$ cat src/rtl/kpg_prefix_adder_pl_if.sv
// Stream bus for the pipelined KPG prefix adder: operand beat in, result beat out.
interface kpg_prefix_adder_pl_if #(
    parameter int WIDTH = 16
);
    logic             in_valid;
    logic             in_ready;
    logic [WIDTH-1:0] a;
    logic [WIDTH-1:0] b;
    logic             cin;
    logic             sub;
    logic             out_valid;
    logic             out_ready;
    logic [WIDTH-1:0] sum;
    logic             cout;
    logic             ovf;
    logic             zero;

    // Producer/consumer side (drives operands, accepts results)
    modport master (
        output in_valid, a, b, cin, sub, out_ready,
        input  in_ready, out_valid, sum, cout, ovf, zero
    );

    // Adder side
    modport slave (
        input  in_valid, a, b, cin, sub, out_ready,
        output in_ready, out_valid, sum, cout, ovf, zero
    );
endinterface

$ cat src/rtl/kpg_prefix_adder_pl.sv
// Pipelined Kogge-Stone adder/subtractor on KPG prefix cells.
// Stages: input reg -> LOG2W prefix level regs -> output reg, with a
// whole-pipeline stall whenever a valid result is not taken downstream.

// KPG combine cell: a killing or generating upper span decides the result,
// a propagating upper span forwards whatever the lower span produces.
module kpg_cell (
    input  logic [1:0] hi,
    input  logic [1:0] lo,
    output logic [1:0] o
);
    assign o = (hi == 2'b01) ? lo : hi;
endmodule

module kpg_prefix_adder_pl #(
    parameter int WIDTH = 16,
    localparam int LOG2W = $clog2(WIDTH),
    localparam int LAT   = LOG2W + 2
) (
    input logic                 clk,
    input logic                 rst,
    kpg_prefix_adder_pl_if.slave bus
);
    localparam int STAGES = LAT - 1;
    localparam logic [1:0] KPG_K = 2'b00;
    localparam logic [1:0] KPG_P = 2'b01;
    localparam logic [1:0] KPG_G = 2'b11;

    // vld_pipe[0] = input reg, [1..LOG2W] = level regs, [STAGES] = output reg
    logic [STAGES:0] vld_pipe;
    logic            adv;

    // Input stage
    logic [WIDTH-1:0] in_a;
    logic [WIDTH-1:0] in_bp;
    logic             in_cin;

    // Prefix network
    logic [WIDTH-1:0][1:0]             kpg0;
    logic [LOG2W-1:0][WIDTH-1:0][1:0]  lvl_nxt;
    logic [LOG2W-1:0][WIDTH-1:0][1:0]  lvl_q;

    // Side-band travelling with each level register
    logic [LOG2W-1:0][WIDTH-1:0] p_q;
    logic [LOG2W-1:0]            am_q;
    logic [LOG2W-1:0]            bm_q;
    logic [LOG2W-1:0]            c_q;

    // Result formation
    logic [WIDTH-1:0][1:0] fin;
    logic [WIDTH-1:0]      carry;
    logic [WIDTH-1:0]      sum_d;
    logic                  cout_d;
    logic                  ovf_d;
    logic                  zero_d;
    logic [WIDTH-1:0]      unused_fin_hi;

    assign adv           = ~vld_pipe[STAGES] | bus.out_ready;
    assign bus.in_ready  = adv;
    assign bus.out_valid = vld_pipe[STAGES];

    // Per-bit KPG from the registered operands; carry-in is folded into bit 0
    // so the LOG2W levels only ever have to span WIDTH slots.
    always_comb begin
        for (int i = 0; i < WIDTH; i++) begin
            if (in_a[i] & in_bp[i])
                kpg0[i] = KPG_G;
            else if (in_a[i] ^ in_bp[i])
                kpg0[i] = KPG_P;
            else
                kpg0[i] = KPG_K;
        end
        if (kpg0[0] == KPG_P)
            kpg0[0] = in_cin ? KPG_G : KPG_K;
    end

    // Kogge-Stone levels: slot i merges with slot i-2^l, lower slots pass through
    for (genvar l = 0; l < LOG2W; l++) begin : g_lvl
        localparam int D = 1 << l;
        logic [WIDTH-1:0][1:0] src;

        if (l == 0) begin : g_first
            assign src = kpg0;
        end else begin : g_next
            assign src = lvl_q[l-1];
        end

        for (genvar i = 0; i < WIDTH; i++) begin : g_slot
            if (i >= D) begin : g_cell
                kpg_cell u_cell (
                    .hi (src[i]),
                    .lo (src[i-D]),
                    .o  (lvl_nxt[l][i])
                );
            end else begin : g_pass
                assign lvl_nxt[l][i] = src[i];
            end
        end
    end

    // Sum, carry-out and flags from the last level register
    always_comb begin
        fin      = lvl_q[LOG2W-1];
        carry    = '0;
        carry[0] = c_q[LOG2W-1];
        for (int i = 1; i < WIDTH; i++)
            carry[i] = fin[i-1][0];
        // Every final slot is resolved to K or G, so the high bit adds nothing
        for (int i = 0; i < WIDTH; i++)
            unused_fin_hi[i] = fin[i][1];
        sum_d  = p_q[LOG2W-1] ^ carry;
        cout_d = fin[WIDTH-1][0];
        ovf_d  = (am_q[LOG2W-1] == bm_q[LOG2W-1]) &&
                 (sum_d[WIDTH-1] != am_q[LOG2W-1]);
        zero_d = ~|sum_d;
    end

    // Data registers: advance together, no reset (only valid-qualified data matters)
    always_ff @(posedge clk) begin
        if (adv) begin
            in_a   <= bus.a;
            in_bp  <= bus.sub ? ~bus.b : bus.b;
            in_cin <= bus.sub | bus.cin;
            lvl_q  <= lvl_nxt;
            p_q[0]  <= in_a ^ in_bp;
            am_q[0] <= in_a[WIDTH-1];
            bm_q[0] <= in_bp[WIDTH-1];
            c_q[0]  <= in_cin;
            for (int l = 1; l < LOG2W; l++) begin
                p_q[l]  <= p_q[l-1];
                am_q[l] <= am_q[l-1];
                bm_q[l] <= bm_q[l-1];
                c_q[l]  <= c_q[l-1];
            end
        end
    end

    // Valid shift register and result outputs; reset flushes every beat in flight
    always_ff @(posedge clk) begin
        if (rst) begin
            vld_pipe <= '0;
            bus.sum  <= '0;
            bus.cout <= 1'b0;
            bus.ovf  <= 1'b0;
            bus.zero <= 1'b0;
        end else if (adv) begin
            vld_pipe <= {vld_pipe[STAGES-1:0], bus.in_valid};
            bus.sum  <= sum_d;
            bus.cout <= cout_d;
            bus.ovf  <= ovf_d;
            bus.zero <= zero_d;
        end
    end
endmodule
$ cat src/flat_wrapper.sv
// flat-port wrapper written by rule: the top's interface ports become plain ports
module kpg_prefix_adder_pl_flat 
#(
    parameter int WIDTH = 16,
    localparam int LOG2W = $clog2(WIDTH),
    localparam int LAT   = LOG2W + 2
)
  (clk, rst, bus_in_valid, bus_a, bus_b, bus_cin, bus_sub, bus_out_ready, bus_in_ready, bus_out_valid, bus_sum, bus_cout, bus_ovf, bus_zero);
  kpg_prefix_adder_pl_if #(.WIDTH(WIDTH)) bus_i ();
  input logic clk;
  input logic rst;
  input wire logic [$bits(bus_i.in_valid)-1:0] bus_in_valid;
  input wire logic [$bits(bus_i.a)-1:0] bus_a;
  input wire logic [$bits(bus_i.b)-1:0] bus_b;
  input wire logic [$bits(bus_i.cin)-1:0] bus_cin;
  input wire logic [$bits(bus_i.sub)-1:0] bus_sub;
  input wire logic [$bits(bus_i.out_ready)-1:0] bus_out_ready;
  output wire logic [$bits(bus_i.in_ready)-1:0] bus_in_ready;
  output wire logic [$bits(bus_i.out_valid)-1:0] bus_out_valid;
  output wire logic [$bits(bus_i.sum)-1:0] bus_sum;
  output wire logic [$bits(bus_i.cout)-1:0] bus_cout;
  output wire logic [$bits(bus_i.ovf)-1:0] bus_ovf;
  output wire logic [$bits(bus_i.zero)-1:0] bus_zero;
  assign bus_i.in_valid = bus_in_valid;
  assign bus_i.a = bus_a;
  assign bus_i.b = bus_b;
  assign bus_i.cin = bus_cin;
  assign bus_i.sub = bus_sub;
  assign bus_i.out_ready = bus_out_ready;
  assign bus_in_ready = bus_i.in_ready;
  assign bus_out_valid = bus_i.out_valid;
  assign bus_sum = bus_i.sum;
  assign bus_cout = bus_i.cout;
  assign bus_ovf = bus_i.ovf;
  assign bus_zero = bus_i.zero;
  kpg_prefix_adder_pl #(.WIDTH(WIDTH)) u_core (.clk(clk), .rst(rst), .bus(bus_i));
endmodule
$ cat config.mk
export PLATFORM = sky130hd
export DESIGN_NAME = kpg_prefix_adder_pl_flat
export DESIGN_NICKNAME = d
export VERILOG_FILES = /design/src/rtl/kpg_prefix_adder_pl_if.sv /design/src/rtl/kpg_prefix_adder_pl.sv /design/src/flat_wrapper.sv
export SDC_FILE = /design/constraint.sdc
export NUM_CORES = 1
export LEC_CHECK = 0
export ABC_AREA = 1
export ABC_CLOCK_PERIOD_IN_PS = 8900
export CORE_AREA = 2 2 169 121
export CTS_CLUSTER_DIAMETER = 150
export DETAILED_ROUTE_END_ITERATION = 10
export DIE_AREA = 0 0 171 123
export GPL_ROUTABILITY_DRIVEN = 0
export PLACE_DENSITY = 0.65
export SYNTH_ARGS = -nofsm -noshare
export SYNTH_HDL_FRONTEND = slang
export SYNTH_HIERARCHICAL = 1
export SYNTH_SLANG_ARGS = --single-unit
$ cat constraint.sdc
create_clock -name clk -period 8.9 [get_ports clk]
set_input_delay 2.67 -clock clk [delete_from_list [all_inputs] [get_ports clk]]
set_output_delay 2.67 -clock clk [all_outputs]
set_load 0.1 [all_outputs]
Word level (Yosys, flattened, before mapping)
Index checks and enable logic that the tools add are counted.
Widths: inputs -> output; s select.
{"block": "op_classes", "mux": 84, "bitwise": 38, "n_reduce_logical": 3, "eq_ne": 52}
{"op": "$eq 2x1->1 const B", "n": 50}
{"op": "$mux 2", "n": 50}
{"op": "$mux 1", "n": 33}
{"op": "$xor 16x16->16", "n": 2}
{"op": "$and 1x1->1", "n": 16}
{"op": "$mux 16", "n": 1}
{"op": "$not 16->16", "n": 1}
{"op": "$reduce_or 16->1", "n": 1}
{"op": "$xor 1x1->1", "n": 16}
{"op": "$or 1x1->1", "n": 2}
{"op": "$eq 1x1->1", "n": 1}
{"op": "$logic_and 1x1->1", "n": 1}
{"op": "$logic_not 1->1", "n": 1}
{"op": "$ne 1x1->1", "n": 1}
{"op": "$not 1->1", "n": 1}
{"block": "word_totals", "wordCells": 256, "reg_bits": 232}

Longest topological paths before layout
{"block": "depth", "depth_word": 6, "ltp_mapped": 9, "mapped_depth_nobuf": 9}

By module
The synthesis kept the hierarchy.
{"module": "kpg_prefix_adder_pl", "area_each_um2": 8505.7, "instances": 1, "cells_each": 474}
{"module": "kpg_cell", "area_each_um2": 22.5, "instances": 49, "cells_each": 6}

Worst setup path before layout
OpenSTA, ideal clock, no wires.
{"block": "synth_timing", "kind": "input to output", "start": "input port bus_out_ready", "end": "output port bus_in_ready", "path_stages": 3, "path_buffers": 1, "t_arrival_ps": 5819, "setup_slack_ps": 411, "path_cell_list": "inv_1 > nand2_4 > buf_2"}
{"block": "synth_between", "elab_chain_len": 1}
{"element": "start: declaration", "line_no": "flat_wrapper.sv:17", "rtl": "input wire logic [$bits(bus_i.out_ready)-1:0] bus_out_ready;"}
{"element": "$or 1x1->1", "line_no": "kpg_prefix_adder_pl.sv:58", "rtl": "assign adv = ~vld_pipe[STAGES] | bus.out_ready;"}
{"element": "end: declaration", "line_no": "flat_wrapper.sv:18", "rtl": "output wire logic [$bits(bus_i.in_ready)-1:0] bus_in_ready;"}
Every way passes these cells.

Final worst setup path
Ends and elaborated chain as after synthesis.

==> flow_metrics.py <==
metrics = {
    "cts": {
        "clk_latency_ps": 490,
        "cts_resized": 0,
        "cts_buffers": 22,
        "ctsHtreeMaxLevel": 1,
        "cts_hold_buf": 0,
        "cts_root_buf": "clkbuf_16",
        "clkSinkCount": 232,
        "cts_setup_buffers": 0,
        "cts_tree": "done",
        "path_clk_slew_ps": 60,
        "clk_path_buf_depth": 3,
    },
    "route": {
        "viasPerCell": 4.390,
        "drcViolationCount": 0,
        "num_vias": 4684,
        "drt-total-wl_um": 13420,
        "ant_nets": 0,
        "drtIter0Drc": 328,
        "drt_first_pass_iters": 7,
        "wl_per_cell_um": 12.58,
    },
    "setup_path": {
        "worstSetupStartpoint": "bus_out_ready",
        "cp.arrival_ps": 4210,
        "critPathKind": "input port to output port",
        "r2r_end": "u_core/g_lvl[1].src[12]",
        "cp_cell_sequence": "clkdlybuf4s50_1 -> inv_1 -> nand2_8 -> buf_4",
        "r2r_start": "u_core/vld_pipe[5]",
        "cp_slowest_cell": "nand2_8",
        "critPathMaxStageDelay_ps": 470,
        "worstPathMaxFanout": 99,
        "r2r_cells": 3,
        "required_ps": 6230,
        "end_kind": "output port",
        "cp-start-kind": "input port",
        "rrSetupSlack_ps": 6040,
        "crit_path_end": "bus_in_ready",
    },
    "floorplan": {
        "rows": 43,
        "die_h_um": 123,
        "dieArea_um2": 21030,
        "initial_utilization": 0.4620,
        "die-width_um": 171,
        "core_area_um2": 19480,
        "ios": 59,
    },
    "global_route": {
        "grt_max_degree": 100,
        "antenna_found_initial": 0,
        "grtUsageTotal": 0.1338,
        "grt_pass1_vias": 4574,
        "grt_pass1_wl_um": 22200,
        "grt-ovfl-total": 0,
    },
    "sta": {
        "tightest_slew_ps": 985.2,
        "fmax_mhz": 145.3,
        "slew_headroom": 0.3412,
        "tns_ps": 0,
        "finalCritPeriodShare": 0.7735,
        "rsz0062_at_grt": "false",
        "drv_slew": 0,
        "setup_ws_ps": 2015,
        "layout_min_cycle_time_ps": 6885,
        "setup_violations": 0,
        "clock_skew_ps": 11.51,
        "finalHoldViolations": 0,
        "hold_slack_ps": 416.2,
    },
    "cells_and_area": {
        "drive_gt1_frac": 0.04642,
        "n_antenna_cell": 0,
        "synthToLayoutAreaGrowth_pct": 17.69,
        "stdcell_count": 1067,
        "nets": 851,
        "fill_cells": 1670,
    },
    "placement": {
        "portBuffers": 58,
        "dp_cells": 1028,
        "dpl.hpwl_um": 9222,
        "post-place-ws_ps": 2030,
    },
    "yosys": {
        "synth_nets": 775,
        "yosys_warnings": 6,
        "syn_inst": 706,
        "syn_avg_cell_area_um2": 12.75,
        "synth_area_um2": 8999,
    },
    "outcome": {
        "outcome": "complete, no violations",
    },
    "worst_hold_path": {
        "hold_path_class": "flip-flop to flip-flop",
    },
    "power": {
        "cellPowerDensity_nw_per_um2": 262.0,
        "ir_drop_v": 0.0001246,
        "p_leak_uw": 0.004629,
    },
    "run": {
        "max-cap-violations": 0,
    },
}
## worst min path at each step
stage / to / from / slack (ps) / depth (start not counted)
after floorplan: u_core/am_q[1] / u_core/am_q[0] / 400 / 0
after global placement: u_core/p_q[16] / u_core/p_q[0] / 400 / 0
after detailed placement: u_core/am_q[2] / u_core/am_q[1] / 400 / 0
after CTS: u_core/am_q[2] / u_core/am_q[1] / 420 / 0
after global routing: u_core/p_q[58] / u_core/p_q[42] / 420 / 0
final: u_core/am_q[2] / u_core/am_q[1] / 420 / 0
## cell usage in the layout (no fill, tap or decap), drive strengths merged, types with 2 or more instances in the layout
| cell type | count |
|---|---|
| clkdlybuf4s50 | 57 |
| inv | 145 |
| a31oi | 2 |
| edfxtp | 207 |
| nand3 | 3 |
| xor2 | 24 |
| buf | 3 |
| nor2 | 132 |
| nand2 | 91 |
| clkinv | 3 |
| dfxtp | 25 |
| xnor2 | 3 |
| ha | 31 |
| a21oi | 8 |
| clkbuf | 35 |
| o21ai | 23 |
## per-layer routing
metal,share of wire,GRT usage,up-vias
met5,0,0,-
met4,0.023,0.03602,0
met3,0.051,0.02881,28
met2,0.43,0.2104,98
met1,0.49,0.1908,2147
li1,-,-,2411
## stage by stage
step | instance area (um2) | utilization | total power [uW]
after floorplan | 8999 | - | 1773
after global placement | 9897 | 0.5082 | 1896
after detailed placement | 9897 | 0.5082 | 1911
after CTS | 10590 | 0.5437 | 2805
after global routing | 10590 | 0.5437 | 2905
final | 10590 | 0.5437 | 2774
## sequential cells by signal (all words and copies together) (netlist names)
name and count:
u_core/am_q 4, u_core/bm_q 4, u_core/bus.cout 1, u_core/bus.ovf 1
u_core/bus.sum 16, u_core/bus.zero 1, u_core/c_q 4, u_core/carry 15
u_core/cout_d 1, u_core/g_lvl.src 82, u_core/in_a 16, u_core/in_bp 16
u_core/in_cin 1, u_core/p_q 64, u_core/vld_pipe 6
## cell type report
| cell class | count | area [um2] | area share |
|---|---|---|---|
| tap | 270 | 337.8 | 0.03190 |
| sequential | 232 | 6716 | 0.6342 |
| inverter | 145 | 544.3 | 0.05139 |
| clock inverter | 4 | 42.54 | 0.004017 |
| timing repair buffer | 60 | 593.1 | 0.05600 |
| clock buffer | 35 | 650.6 | 0.06144 |
| multi-input combinational | 321 | 1705 | 0.1610 |
## power by group
group / leakage, uW / internal, uW / switching (uW)
logic: 0.00189 / 121 / 264
clock network: 0.000337 / 528 / 363
registers: 0.00240 / 1410 / 90.9
total: 0.00463 / 2060 / 718
## worst max-delay path, delay by kind of cell
family / cells / cell delay, ps
AND/OR/NAND/NOR: 1 / 470
buffers and inverters: 3 / 950
No activity file was read; power rests on OpenSTA's default activity.
